File: config.mk
export PLATFORM = sky130hd
export DESIGN_NAME = seq_controller_p
export DESIGN_NICKNAME = d
export VERILOG_FILES = /design/src/rtl/risc_y_pkg.sv /design/src/rtl/phase_gen_p.sv /design/src/rtl/seq_controller_p.sv
export SDC_FILE = /design/constraint.sdc
export NUM_CORES = 1
export LEC_CHECK = 0
export CAP_MARGIN = 10
export CORE_MARGIN = 1
export CORE_UTILIZATION = 39
export DETAILED_ROUTE_END_ITERATION = 7
export DONT_BUFFER_PORTS = 1
export PLACE_DENSITY_LB_ADDON = 0.12
export SLEW_MARGIN = 15
export SYNTH_ARGS = -nofsm -noshare
export SYNTH_HDL_FRONTEND = slang
export SYNTH_SLANG_ARGS = --single-unit
File: constraint.sdc
create_clock -name CLK -period 1.48 [get_ports CLK]
set_input_delay 0.074 -clock CLK [delete_from_list [all_inputs] [get_ports CLK]]
set_output_delay 0.074 -clock CLK [all_outputs]
set_load 0.02 [all_outputs]
File: src/rtl/risc_y_pkg.sv
`default_nettype none
// ============================================================================
// Module      : risc_y_pkg
// Description : Shared types for the RISC-Y sequence controller: opcodes,
//               phase codes, ALU flag indices and the datapath strobe bundle.
// Revision    : 1.0 - initial release
// ============================================================================
package risc_y_pkg;

  typedef enum logic [3:0] {
    OP_LOAD  = 4'h0,
    OP_STORE = 4'h1,
    OP_ADD   = 4'h2,
    OP_SUB   = 4'h3,
    OP_AND   = 4'h4,
    OP_OR    = 4'h5,
    OP_XOR   = 4'h6,
    OP_NOT   = 4'h7,
    OP_BR    = 4'h8,
    OP_BZ    = 4'h9,
    OP_BN    = 4'hA,
    OP_BV    = 4'hB,
    OP_BC    = 4'hC,
    OP_IN    = 4'hD,
    OP_OUT   = 4'hE,
    OP_HALT  = 4'hF
  } opcode_t;

  typedef enum logic [2:0] {
    PH_BOOT   = 3'd0,
    PH_FETCH  = 3'd1,
    PH_DECODE = 3'd2,
    PH_EXEC   = 3'd3,
    PH_WBACK  = 3'd4,
    PH_HALT   = 3'd5
  } phase_t;

  // Bit positions inside ALU_Flags = {C,V,N,Z}
  localparam int FLG_Z = 0;
  localparam int FLG_N = 1;
  localparam int FLG_V = 2;
  localparam int FLG_C = 3;

  typedef struct packed {
    logic ir_en;
    logic a_en;
    logic b_en;
    logic pdr_en;
    logic port_en;
    logic port_rd;
    logic pc_en;
    logic pc_load;
    logic alu_en;
    logic alu_oe;
    logic ram_oe;
    logic rdr_en;
    logic ram_cs;
  } ctrl_t;

  // ADD..NOT share one execute/writeback pattern
  function automatic logic is_alu_op(input logic [3:0] op);
    is_alu_op = (op >= OP_ADD) && (op <= OP_NOT);
  endfunction

  // A phase is a memory phase when it touches RAM and must wait for MEM_RDY
  function automatic logic is_mem_phase(input logic [2:0] ph,
                                        input logic [3:0] op,
                                        input logic       imm);
    logic res;
    res = 1'b0;
    if (ph == PH_FETCH) begin
      res = 1'b1;
    end else if (ph == PH_EXEC) begin
      res = (op == OP_STORE) || (!imm && ((op == OP_LOAD) || is_alu_op(op)));
    end
    is_mem_phase = res;
  endfunction

endpackage
`default_nettype wire

File: src/rtl/phase_gen_p.sv
`default_nettype none
// ============================================================================
// Module      : phase_gen_p
// Description : Instruction phase register for the RISC-Y controller with
//               memory wait-state counting, wait timeout and sticky bus error.
// Revision    : 1.0 - initial release
// ============================================================================
module phase_gen_p
  import risc_y_pkg::*;
#(
  parameter int unsigned WAIT_LIMIT = 15
) (
  input  logic       clk,
  input  logic       rst_n,
  input  logic       hold,
  input  logic [3:0] opcode,
  input  logic       i_flag,
  input  logic       mem_rdy,
  output logic [2:0] phase,
  output logic       halted,
  output logic       bus_err
);

  // Width floor of 1 keeps the counter legal when the timeout is disabled
  localparam int CNT_W = (WAIT_LIMIT > 0) ? $clog2(WAIT_LIMIT + 1) : 1;

  localparam logic [2:0] S_BOOT   = PH_BOOT;
  localparam logic [2:0] S_FETCH  = PH_FETCH;
  localparam logic [2:0] S_DECODE = PH_DECODE;
  localparam logic [2:0] S_EXEC   = PH_EXEC;
  localparam logic [2:0] S_WBACK  = PH_WBACK;
  localparam logic [2:0] S_HALT   = PH_HALT;

  logic [2:0]       state_q;
  logic [2:0]       state_d;
  logic [2:0]       succ;
  logic [CNT_W-1:0] cnt_q;
  logic [CNT_W-1:0] cnt_d;
  logic             bus_err_q;
  logic             halted_q;
  logic             err_set;
  logic             mem_phase;
  logic             limit_hit;

  assign mem_phase = is_mem_phase(state_q, opcode, i_flag);

  generate
    if (WAIT_LIMIT > 0) begin : g_timeout
      localparam logic [CNT_W-1:0] LIMIT = CNT_W'(WAIT_LIMIT);
      assign limit_hit = (cnt_q == LIMIT);
    end else begin : g_no_timeout
      assign limit_hit = 1'b0;
    end
  endgenerate

  // Natural successor of each phase once it is allowed to complete
  always_comb begin
    case (state_q)
      S_BOOT:   succ = S_FETCH;
      S_FETCH:  succ = S_DECODE;
      S_DECODE: succ = (opcode == OP_HALT) ? S_HALT : S_EXEC;
      S_EXEC:   succ = S_WBACK;
      S_WBACK:  succ = S_FETCH;
      S_HALT:   succ = S_HALT;
      default:  succ = S_BOOT;
    endcase
  end

  // Advance, wait or time out; MEM_RDY on the limit cycle takes precedence
  always_comb begin
    state_d = state_q;
    cnt_d   = cnt_q;
    err_set = 1'b0;
    if (!hold) begin
      if (!mem_phase || mem_rdy) begin
        state_d = succ;
        cnt_d   = '0;
      end else if (limit_hit) begin
        state_d = S_HALT;
        cnt_d   = '0;
        err_set = 1'b1;
      end else if (cnt_q != '1) begin
        cnt_d = cnt_q + CNT_W'(1);
      end
    end
  end

  // Phase, wait counter and registered status flags
  always_ff @(posedge clk or negedge rst_n) begin
    if (!rst_n) begin
      state_q   <= S_BOOT;
      cnt_q     <= '0;
      bus_err_q <= 1'b0;
      halted_q  <= 1'b0;
    end else begin
      state_q   <= state_d;
      cnt_q     <= cnt_d;
      bus_err_q <= bus_err_q | err_set;
      halted_q  <= (state_d == S_HALT);
    end
  end

  assign phase   = state_q;
  assign halted  = halted_q;
  assign bus_err = bus_err_q;

endmodule
`default_nettype wire

File: src/rtl/seq_controller_p.sv
`default_nettype none
// ============================================================================
// Module      : seq_controller_p
// Description : RISC-Y sequence controller. Decodes the current phase plus
//               OPCODE/I_Flag/ALU_Flags into the 13 datapath strobes.
// Revision    : 1.0 - initial release
// ============================================================================
module seq_controller_p
  import risc_y_pkg::*;
#(
  parameter int unsigned WAIT_LIMIT  = 15,
  parameter int unsigned USE_MEM_RDY = 1
) (
  input  logic       CLK,
  input  logic       RST,
  input  logic       Ena,
  input  logic [3:0] OPCODE,
  input  logic       I_Flag,
  input  logic [3:0] ALU_Flags,
  input  logic       MEM_RDY,
  output logic       IR_EN,
  output logic       A_EN,
  output logic       B_EN,
  output logic       PDR_EN,
  output logic       PORT_EN,
  output logic       PORT_RD,
  output logic       PC_EN,
  output logic       PC_LOAD,
  output logic       ALU_EN,
  output logic       ALU_OE,
  output logic       RAM_OE,
  output logic       RDR_EN,
  output logic       RAM_CS,
  output logic [2:0] PHASE,
  output logic       HALTED,
  output logic       BUS_ERR
);

  logic [2:0] phase;
  logic       rdy_eff;
  ctrl_t      ctrl;

  generate
    if (USE_MEM_RDY != 0) begin : g_mem_rdy
      assign rdy_eff = MEM_RDY;
    end else begin : g_no_mem_rdy
      assign rdy_eff = 1'b1;
    end
  endgenerate

  phase_gen_p #(
    .WAIT_LIMIT (WAIT_LIMIT)
  ) u_phase_gen (
    .clk     (CLK),
    .rst_n   (RST),
    .hold    (Ena),
    .opcode  (OPCODE),
    .i_flag  (I_Flag),
    .mem_rdy (rdy_eff),
    .phase   (phase),
    .halted  (HALTED),
    .bus_err (BUS_ERR)
  );

  // Strobe decode; Ena=1 (frozen) forces every strobe low
  always_comb begin
    ctrl = '0;
    case (phase_t'(phase))
      PH_FETCH: begin
        ctrl.ram_cs = 1'b1;
        ctrl.ram_oe = 1'b1;
        ctrl.ir_en  = rdy_eff;
      end
      PH_DECODE: ctrl.pc_en = 1'b1;
      PH_EXEC: begin
        if (is_alu_op(OPCODE)) begin
          ctrl.alu_en = 1'b1;
          if (!I_Flag) begin
            ctrl.ram_cs = 1'b1;
            ctrl.ram_oe = 1'b1;
            ctrl.b_en   = rdy_eff;
          end else begin
            ctrl.b_en   = 1'b1;
          end
        end else begin
          case (opcode_t'(OPCODE))
            OP_LOAD: begin
              if (!I_Flag) begin
                ctrl.ram_cs = 1'b1;
                ctrl.ram_oe = 1'b1;
                ctrl.rdr_en = rdy_eff;
              end
            end
            OP_STORE: begin
              ctrl.ram_cs = 1'b1;
              ctrl.alu_oe = 1'b1;
            end
            OP_IN: begin
              ctrl.port_en = 1'b1;
              ctrl.port_rd = 1'b1;
            end
            OP_OUT:  ctrl.pdr_en = 1'b1;
            default: ctrl = '0;
          endcase
        end
      end
      PH_WBACK: begin
        if (is_alu_op(OPCODE)) begin
          ctrl.alu_oe = 1'b1;
          ctrl.a_en   = 1'b1;
        end else begin
          case (opcode_t'(OPCODE))
            OP_LOAD: ctrl.a_en    = 1'b1;
            OP_BR:   ctrl.pc_load = 1'b1;
            OP_BZ:   ctrl.pc_load = ALU_Flags[FLG_Z];
            OP_BN:   ctrl.pc_load = ALU_Flags[FLG_N];
            OP_BV:   ctrl.pc_load = ALU_Flags[FLG_V];
            OP_BC:   ctrl.pc_load = ALU_Flags[FLG_C];
            OP_IN:   ctrl.a_en    = 1'b1;
            OP_OUT:  ctrl.port_en = 1'b1;
            default: ctrl = '0;
          endcase
        end
      end
      default: ctrl = '0;
    endcase
    if (Ena) begin
      ctrl = '0;
    end
  end

  assign IR_EN   = ctrl.ir_en;
  assign A_EN    = ctrl.a_en;
  assign B_EN    = ctrl.b_en;
  assign PDR_EN  = ctrl.pdr_en;
  assign PORT_EN = ctrl.port_en;
  assign PORT_RD = ctrl.port_rd;
  assign PC_EN   = ctrl.pc_en;
  assign PC_LOAD = ctrl.pc_load;
  assign ALU_EN  = ctrl.alu_en;
  assign ALU_OE  = ctrl.alu_oe;
  assign RAM_OE  = ctrl.ram_oe;
  assign RDR_EN  = ctrl.rdr_en;
  assign RAM_CS  = ctrl.ram_cs;
  assign PHASE   = phase;

endmodule
`default_nettype wire

==> results of run 1 <==
[tightest hold or removal path, stage by stage]
cell and delay, ns:
a31oi_1 0.03, nor2_1 0.11, a21oi_2 0.05
[kinds of logic (layout without fill, tap and decap cells)]
logic type | count (synthesis) | in the layout | share of synthesized area [%]
AO/OA/AOI/OAI | 29 | 29 | 25.8
buffers and inverters | 11 | 34 | 9.27
adder cells (fa/ha/maj) | 1 | 1 | 1.52
multiplexers | 2 | 2 | 2.58
flip-flops | 9 | 9 | 27.4
AND/OR/NAND/NOR | 43 | 43 | 33.4
[cells in the final DEF, fill, tap and decap left out, drive strengths merged]
master       count
nand2b           3
nor3             2
or2              2
nand4            1
dfrtp            9
and3             2
o2111a           1
nand3b           2
o22ai            1
a41oi            1
nor4b            2
a21oi            5
nor3b            2
buf             23
clkbuf           4
o21ai           11
mux2             1
nand4bb          1
ha               1
nand3            6
inv              4
nor2b            1
a221oi           1
a21boi           1
nor2            13
nor4             2
o21bai           1
nand2            4
mux2i            1
dlygate4sd3      3
o21a             1
o31ai            4
a31oi            2
[flip-flops by register name, summed over array words and instances, names as in the netlist]
name / cells
u_phase_gen.cnt_q: 4
u_phase_gen.phase: 3
u_phase_gen.bus_err: 1
u_phase_gen.halted: 1
[metal layers]
layer / GRT usage (%) / vias up / routed length (um)
met3: 5.28 / 0 / 110
met5: 0 / - / 0
met2: 31.9 / 17 / 1160
met1: 29.5 / 396 / 1000
met4: 3.33 / 0 / 0
li1: - / 396 / -
[stage by stage]
stage	power [uW]	hold WS (ns)	std cells
final	1540	0.0304	145
after global routing	1630	0.0300	145
after CTS	1450	0.00964	144
after detailed placement	1100	-0.221	130
after global placement	1090	-0.221	130
after floorplan	913	-0.222	95
[final cells by class]
type / count / share of cell area (%)
clock buffer: 4 / 2.24
inverter: 4 / 1.28
multi-input combinational: 75 / 54.7
sequential: 9 / 19.6
tap: 27 / 2.88
timing repair buffer: 26 / 19.3
[power by group]
part / total (uW) / internal (uW) / switching, uW / leakage, uW
logic: 951 / 467 / 484 / 0.000329
registers: 394 / 310 / 84.2 / 0.000114
clock network: 193 / 104 / 89.2 / 0.0000150
total: 1540 / 881 / 658 / 0.000459
[what timing repair did]
action                                  CTS  global route
hold buffers                              3             0
endpoints found under the setup margin    9            12
hold endpoints to repair                 13             0
pin swaps                                 8             7
resized for setup                        10            13
setup buffers                             7             1
[worst paths after layout]
check / startpoint / to / slack [ns]
worst max-delay path: u_phase_gen.phase[0] / PORT_EN / -0.12
worst min-delay path: Ena / u_phase_gen.phase[0] / 0.03
worst max register to register: u_phase_gen.phase[2] / u_phase_gen.halted / 0
worst min register to register: u_phase_gen.cnt_q[3] / u_phase_gen.cnt_q[3] / 0.53
max in group asynchronous: RST / u_phase_gen.phase[1] / 0.95
min in group asynchronous: RST / u_phase_gen.phase[0] / 0.19
[synthesized netlist by cell type (all sizes together) (2+ instances only)]
cell / count / area share, %
nor4: 2 / 2.3
dfrtp: 9 / 27
nor3b: 2 / 3.2
nor3: 2 / 1.2
a31oi: 2 / 1.5
nand2b: 3 / 2.3
nor2: 13 / 5.9
nand2: 4 / 2.1
buf: 7 / 7.4
a21oi: 5 / 3.5
o31ai: 4 / 5.5
nand3: 6 / 3.6
and3: 2 / 1.5
nor4b: 2 / 4.7
o21ai: 11 / 7.6
nand3b: 2 / 1.8
inv: 4 / 1.8
or2: 2 / 1.8
==> qor.txt, run 1 <==
status: finished with violations
failing checks: negative setup slack
final hold viol count: 0
Max-Cap Viols: 0
total negative setup slack: -0.321 ns
core area: 0.00198 mm^2
Worst VDD drop: 659 uV
initial antenna violation count: 0
final wirelength: 2270 um
IO Pins: 31
Hold Path Cell Cnt: 3
ratio of cells with drive above 1 in the final layout: 53.4%
number of synthesized flops with an enable pin: 0
CP top delay family: simple AND/OR/NAND/NOR gates
sequential-to-total area share from yosys stat: 27.4%
First DRT Iteration DRCs: 42
Slew @ Worst Pin: 0.443 ns
Avg WL per Cell: 15.6 um
Worst-Skew Late Latency: 0.26 ns
Worst Setup Path Type: reg2out
crit-path max FO: 4
R2R cell count: 6
PwrDens: 1310 mW/mm^2
Die Y: 47.9 um
Mapped Nets: 109
period utilization: 108%
cts bufs inserted: 3
synthesis-stage register bit count: 9
syn_area_per_cell: 8.67 um^2
Lkg Pwr: 0.000459 uW
Post-Syn Instances: 95
Overall Global Routing Usage: 20.6%
drt pass-1 iters: 4
gr ovfl total: 0
post-synth cell types: 43
Crit path depth: 5
DRC: 0
Ant. Diodes: 0
Warnings, synthesis: 0
num rows: 16
CP startpoint kind: flip-flop
HPWL after detailed placement: 1540 um
largest net degree at the start of global routing: 14
Starting Density: 41.5%
maximum clock path buffer count: 2
Rel. slew slack: 70.3%
first-pass GRT wire length: 3310 um
critical path capture point type: output pin
Routed Antenna Nets: 0
Worst Hold Class: in2reg
clock transition at the registers of the reported paths: 0.07 ns
number of H-tree levels: 1
CP arrival: 1.53 ns
Slew Viols, Final: 0
min Tclk post-route: 1.60 ns
fillers: 168
RSZ-0062 raised after global routing: yes
Async SR Flop Fraction: 100%
Setup WS post-layout: -0.120 ns
full die area: 0.00230 mm^2
Crit-path slowest cell: dfrtp_2
Root Driver: clkbuf_4
routability cong.: 0.759
Area Growth Syn to Fin: 42.2%
prevailing post-synth register cell: dfrtp_1
DP Worst Slack: -0.0119 ns
required time of the critical path: 1.41 ns
placed cell areas: 945 um^2
Post-Syn Area: 823 um^2
Worst Skew: 0.0134 ns
Sink Count: 9
multi-input logic area: 641 um^2
final instance area: 0.00117 mm^2
Die W: 47.9 um
final setup fails: 7
Via Count: 809
critical path, cell by cell: nor4_2 > buf_4 > nand3_4 > o31ai_4 > and3_4
CTS tree: done
PortBufs: 0
fmax: 0.625 GHz
max incr delay on CP: 0.43 ns
Storage cell area: 229 um^2
vias in the first global route: 734
CP bufs+invs: 1
Final nets: 133
routed vias/inst: 5.58
Finished Core Util: 59.1%
Power figures use the tool's default switching activity.
==> run 2, diff against run 1 <==
CELL_PAD_IN_SITES_DETAIL_PLACEMENT = 0   (was unset)
CELL_PAD_IN_SITES_GLOBAL_PLACEMENT = 1   (was unset)
==> run 2 against run 1 <==
Compared with the run above:
- the run still ends with negative setup slack left
- die area unchanged
- hold slack worse by 0.0067 ns
- power down 0.43%
- utilization up 0.25 points
- flip-flop and latch count unchanged
- wire length down 0.79%
- count of clock-buffer cells in the layout unchanged
- highest routed layer is now met4
==> qor.txt, run 2 (same netlist as run 1, synthesis figures left out) <==
number of H-tree levels: 1 (unchanged)
status: finished with violations
crit-path max FO: 3 (-1)
Worst Hold Class: in2reg
failing checks: negative setup slack
Most flops, register: u_phase_gen.cnt_q
worst r2r dst: u_phase_gen.halted
period utilization: 106% (-2.0 points)
maximum clock path buffer count: 2 (unchanged)
Starting Density: 41.5% (unchanged)
initial antenna violation count: 0 (unchanged)
IO Pins: 31 (unchanged)
First DRT Iteration DRCs: 15 (-64%)
Rel. slew slack: 71.2% (+0.88 points)
end of the worst hold path: u_phase_gen.cnt_q[0]
Slew @ Worst Pin: 0.430 ns (-0.0131 ns)
total negative setup slack: -0.437 ns (-0.116 ns)
Root Driver: clkbuf_4
HP Start: Ena
Lkg Pwr: 0.000453 uW (-1.2%)
core area: 0.00198 mm^2 (unchanged)
max incr delay on CP: 0.42 ns (about the same)
most common cell after layout, fill and taps aside: buf_4
ratio of cells with drive above 1 in the final layout: 56.4% (+3.0 points)
Sink Count: 9 (unchanged)
vias in the first global route: 681 (-7.2%)
CTS tree: done
Worst-Skew Late Latency: 0.26 ns (about the same)
HPWL after detailed placement: 1490 um (-3.3%)
RSZ-0062 raised after global routing: yes
final hold viol count: 0 (unchanged)
Final nets: 132 (-0.75%)
Ant. Diodes: 0 (unchanged)
num rows: 16 (unchanged)
Die W: 47.9 um (unchanged)
R2R cell count: 6 (unchanged)
Hold Path Cell Cnt: 2 (-1)
fmax: 0.637 GHz (+1.9%)
final setup fails: 8 (+1)
max reg flops: 4 (unchanged)
fillers: 169 (+0.60%)
Max-Cap Viols: 0 (unchanged)
routability cong.: 0.754 (-0.69%)
Setup WS post-layout: -0.0899 ns (+0.0299 ns)
Routed Antenna Nets: 0 (unchanged)
Crit-path slowest cell: dfrtp_1
final wirelength: 2250 um (-0.79%)
DRC: 0 (unchanged)
Via Count: 820 (+1.4%)
Avg WL per Cell: 15.6 um (-0.10%)
Die Y: 47.9 um (unchanged)
PortBufs: 0 (unchanged)
Slew Viols, Final: 0 (unchanged)
internal reg-to-reg setup slack: -0.01 ns (about the same)
first-pass GRT wire length: 3110 um (-5.9%)
Worst VDD drop: 671 uV (+1.8%)
clock transition at the registers of the reported paths: 0.06 ns (about the same)
routed vias/inst: 5.69 (+2.1%)
final hold slack: 0.0237 ns (-0.00674 ns)
drt pass-1 iters: 4 (unchanged)
critical path, cell by cell: nor4_4 > buf_4 > nand3_2 > o31ai_2 > and3_4
most frequent cells in the layout: buf_4, nor2_1, o21ai_1, dfrtp_1, o31ai_2
CP startpoint kind: flip-flop
min Tclk post-route: 1.57 ns (-0.0299 ns)
gr ovfl total: 0 (unchanged)
Worst Skew: 0.00102 ns (-0.0124 ns)
required time of the critical path: 1.41 ns (about the same)
full die area: 0.00230 mm^2 (unchanged)
CP arrival: 1.50 ns (-0.03 ns)
cts bufs inserted: 3 (unchanged)
largest net degree at the start of global routing: 12 (-2)
PwrDens: 1300 mW/mm^2 (-0.86%)
critical path capture point type: output pin
Area Growth Syn to Fin: 42.9%
Worst Setup Path Type: reg2out
Overall Global Routing Usage: 19.8% (-0.90 points)
RR Startpoint: u_phase_gen.phase[1]
run 2: area by class of cell:
type | instances | area (um^2) | area share, %
clock buffers | 4 | 26.3 | 2.23
flip-flops and latches | 9 | 228 | 19.4
repair buffers | 25 | 208 | 17.7
inverters | 4 | 18.8 | 1.60
well taps | 27 | 33.8 | 2.87
multi-input cells | 75 | 662 | 56.3
run 2: critical path, delay by kind of cell, from the launching register on:
family / cells / cell delay, ns
and+or+nand+nor: 3 / 0.59
DFF: 1 / 0.42
buffers and inverters: 1 / 0.16
AOI/OAI and AO/OA: 1 / 0.07
run 2: through the flow:
stage | worst slack (ns) | util [%] | instances | total power (uW) | cell area [um^2]
after floorplan | -0.0712 | - | 95 | 913 | 847
after global placement | 0.0187 | 46.7 | 129 | 1040 | 925
after detailed placement | 0.0307 | 46.7 | 129 | 1040 | 925
after CTS | -0.0853 | 52.1 | 138 | 1320 | 1030
after global routing | -0.156 | 59.3 | 144 | 1610 | 1180
final | -0.0899 | 59.3 | 144 | 1530 | 1180
run 2: worst max path at each step:
stage,start,end
after detailed placement,u_phase_gen.phase[1],u_phase_gen.halted
after global placement,u_phase_gen.cnt_q[1],u_phase_gen.halted
after global routing,u_phase_gen.phase[2],PDR_EN
after CTS,u_phase_gen.phase[0],PORT_EN
final,u_phase_gen.phase[1],PORT_EN
after floorplan,u_phase_gen.phase[2],B_EN
run 2: repair_timing:
item / in CTS / in global routing
gates resized for setup: 10 / 20
pin swaps: 9 / 10
setup buffers: 3 / 6
endpoints found under the setup margin: 7 / 12
hold buffers: 2 / 0
endpoints found under the hold margin: 14 / 0
run 2: where the power goes:
part | switching (uW) | internal [uW] | leakage [uW] | total, uW
Combinational | 496 | 439 | 0.000322 | 935
Sequential | 94.3 | 308 | 0.000116 | 403
Clock | 89.9 | 104 | 0.0000150 | 194
Total | 680 | 851 | 0.000453 | 1530
run 2: routing by layer:
layer | up-vias | GRT usage [%] | wire (um)
met1 | 396 | 29.8 | 998
met2 | 24 | 28.1 | 1130
met3 | 2 | 3.40 | 111
met5 | - | 0 | 0
li1 | 398 | - | -
met4 | 0 | 6.67 | 13
==> run 3, diff against run 2 <==
MAX_ROUTING_LAYER = met4   (was unset)
SYNTH_HIERARCHICAL = 1   (was unset)
==> run 3 against run 2 <==
Compared with the run above:
- the run ends with negative hold slack, negative setup slack left
- hold slack worse by 0.051 ns
- critical path depth is 3 lower
- first-iteration DRC count grew 20%
- critical path type unchanged
- sequential share of layout area shrank 1.0 points
- largest power group unchanged
==> qor.txt, run 3 <==
worst r2r dst: u_phase_gen/phase[1]
synthesis-stage register bit count: 9 (unchanged)
Rel. slew slack: 68.9% (-2.3 points)
CP startpoint kind: flip-flop
R2R cell count: 6 (unchanged)
Via Count: 867 (+5.7%)
full die area: 0.00237 mm^2 (+3.2%)
end of the worst hold path: u_phase_gen/cnt_q[0]
PwrDens: 1250 mW/mm^2 (-4.0%)
Root Driver: clkbuf_4
Starting Density: 42.5% (+0.96 points)
Most flops, register: u_phase_gen/cnt_q
Worst Hold Class: in2reg
Final nets: 140 (+6.1%)
gr busiest metal: met2
sequential-to-total area share from yosys stat: 26.5% (-0.89 points)
routed vias/inst: 5.70 (+0.17%)
placed cell areas: 0.00103 mm^2 (+12%)
gr ovfl total: 0 (unchanged)
post-synth cell types: 45 (+4.7%)
First DRT Iteration DRCs: 18 (+3)
Ant. Diodes: 0 (unchanged)
CTS tree: done
routability cong.: 0.760 (+0.80%)
HPWL after detailed placement: 1510 um (+1.4%)
min Tclk post-route: 1.66 ns (+0.0872 ns)
PortBufs: 0 (unchanged)
Area Growth Syn to Fin: 46.8%
met2 GRT Util: 32.2% (+4.1 points)
clock transition at the registers of the reported paths: 0.07 ns (about the same)
Post-Syn Instances: 97 (+2.1%)
crit-path max FO: 3 (unchanged)
DP Worst Slack: 0.0751 ns (+0.0444 ns)
period utilization: 112% (+5.9 points)
Avg WL per Cell: 15.2 um (-2.5%)
status: finished with violations
max reg flops: 4 (unchanged)
cts bufs inserted: 3 (unchanged)
final instance area: 0.00125 mm^2 (+6.2%)
Sink Count: 9 (unchanged)
synth cell count leaders: dfrtp_1, nand2_1, nor2_1, a21oi_1, nand2b_1
Async SR Flop Fraction: 100% (unchanged)
RR Startpoint: u_phase_gen/phase[2]
Worst-Skew Late Latency: 0.26 ns (about the same)
DRC: 0 (unchanged)
most frequent cells in the layout: buf_4, nand2_1, nor2_1, dfrtp_1
met1 Track Usage GR: 28.3% (-1.6 points)
largest net degree at the start of global routing: 21 (+9)
fillers: 170 (+0.59%)
Hold Path Cell Cnt: 3 (+1)
prevailing post-synth register cell: dfrtp_1
Setup WS post-layout: -0.177 ns (-0.0872 ns)
Lkg Pwr: 0.000475 uW (+4.8%)
Layout Cells excl Fill: 152 (+5.6%)
final wirelength: 2320 um (+2.9%)
GR Util met3: 6.29% (+2.9 points)
Max-Cap Viols: 0 (unchanged)
Slew @ Worst Pin: 0.465 ns (+0.0346 ns)
IO Pins: 31 (unchanged)
Routed Antenna Nets: 0 (unchanged)
number of H-tree levels: 1 (unchanged)
first-pass GRT wire length: 3800 um (+22%)
Warnings, synthesis: 6 (+6)
fmax: 0.603 GHz (-5.3%)
final hold slack: -0.0277 ns (-0.0514 ns)
critical path, cell by cell: or4b_4 > o32ai_4
failing checks: negative hold slack, negative setup slack
Crit-path slowest cell: or4b_4
Worst Setup Path Type: reg2out
Worst VDD drop: 872 uV (+30%)
maximum clock path buffer count: 2 (unchanged)
drt pass-1 iters: 4 (unchanged)
Worst Skew: 0.0141 ns (+0.0131 ns)
final hold viol count: 2 (+2)
max incr delay on CP: 0.56 ns (+0.14 ns)
RSZ-0062 raised after global routing: yes
num rows: 16 (unchanged)
critical path capture point type: output pin
ratio of cells with drive above 1 in the final layout: 40.8% (-16 points)
required time of the critical path: 1.41 ns (about the same)
core area: 0.00200 mm^2 (+1.0%)
Post-Syn Area: 851 um^2 (+3.3%)
area leader, netlist: dfrtp_1
CP arrival: 1.58 ns (+0.08 ns)
Die Y: 48.7 um (+1.6%)
internal reg-to-reg setup slack: 0.06 ns (+0.07 ns)
HP Start: Ena
top cells by area, synth: dfrtp_1, o311ai_2, nand2_1
Die W: 48.7 um (+1.6%)
initial antenna violation count: 0 (unchanged)
final setup fails: 9 (+1)
number of synthesized flops with an enable pin: 0 (unchanged)
Overall Global Routing Usage: 21.1% (+1.4 points)
placed insts: 137 (+6.2%)
most common cell after layout, fill and taps aside: buf_4
syn_area_per_cell: 8.77 um^2 (+1.2%)
vias in the first global route: 827 (+21%)
Mapped Nets: 111 (+1.8%)
Slew Viols, Final: 0 (unchanged)
top-area cell type share of the netlist area: 26.5% (-0.89 points)
-- run 3: logic make-up after synthesis --
kind of cell / share of synthesized area (%)
and+or+nand+nor: 37.5
AOI/OAI and AO/OA: 29.9
DFF: 26.5
buffers and inverters: 2.35
muxes: 2.35
adders and majority gates: 1.47
-- run 3: per-stage QoR --
stage	total power, uW	utilization, %	hold WS [ns]	TNS (ns)
floorplan	890	-	-0.222	-0.00872
global placement	1110	51.6	-0.221	0
detailed placement	1130	51.6	-0.221	0
CTS	1430	58.0	-0.0548	-0.801
global route	1670	62.4	0.00359	-1.48
finish	1560	62.4	-0.0277	-0.700
-- run 3: power by group --
part           internal [uW]  total, uW  switching (uW)
Sequential               312        389            77.1
Combinational            459        980             520
Clock                    104        192            88.7
-- run 3: worst max-delay path: cells and delay by family (launching register included) --
family	cells	cell delay, ns
compound gates	1	0.33
flops	1	0.43
simple gates	1	0.56
-- run 3: final cells by class --
cell class	count	area, um^2	share of cell area (%)
clock buffer	4	26.3	2.10
inverter	3	11.3	0.902
multi-input combinational	83	726	58.1
sequential	9	229	18.3
tap	27	33.8	2.71
timing repair buffer	26	223	17.8
-- run 3: worst max path at each step --
stage                         startpoint       to  slack (ns)
finish              u_phase_gen/phase[1]  PORT_EN       -0.18
CTS                 u_phase_gen/phase[1]  PORT_EN       -0.17
floorplan           u_phase_gen/phase[1]     A_EN      -0.009
detailed placement  u_phase_gen/phase[2]     A_EN        0.08
global route        u_phase_gen/phase[1]  PORT_EN       -0.21
global placement    u_phase_gen/phase[2]     A_EN        0.09
-- run 3: what timing repair did --
| item | in CTS | in global routing |
|---|---|---|
| hold buffers | 5 | 1 |
| resized for setup | 7 | 14 |
| buffers inserted | 2 | 4 |
| setup endpoints to repair | 8 | 14 |
| hold endpoints to repair | 15 | 4 |
| pin swaps | 1 | 2 |
-- run 3: layer usage --
layer | routed length (um) | part of all wire (%) | vias to the layer above
met5 | 0 | 0 | -
met4 | 14 | 0.60 | 0
met3 | 63 | 2.7 | 2
met2 | 1100 | 47 | 15
met1 | 1140 | 49 | 417
li1 | - | - | 433
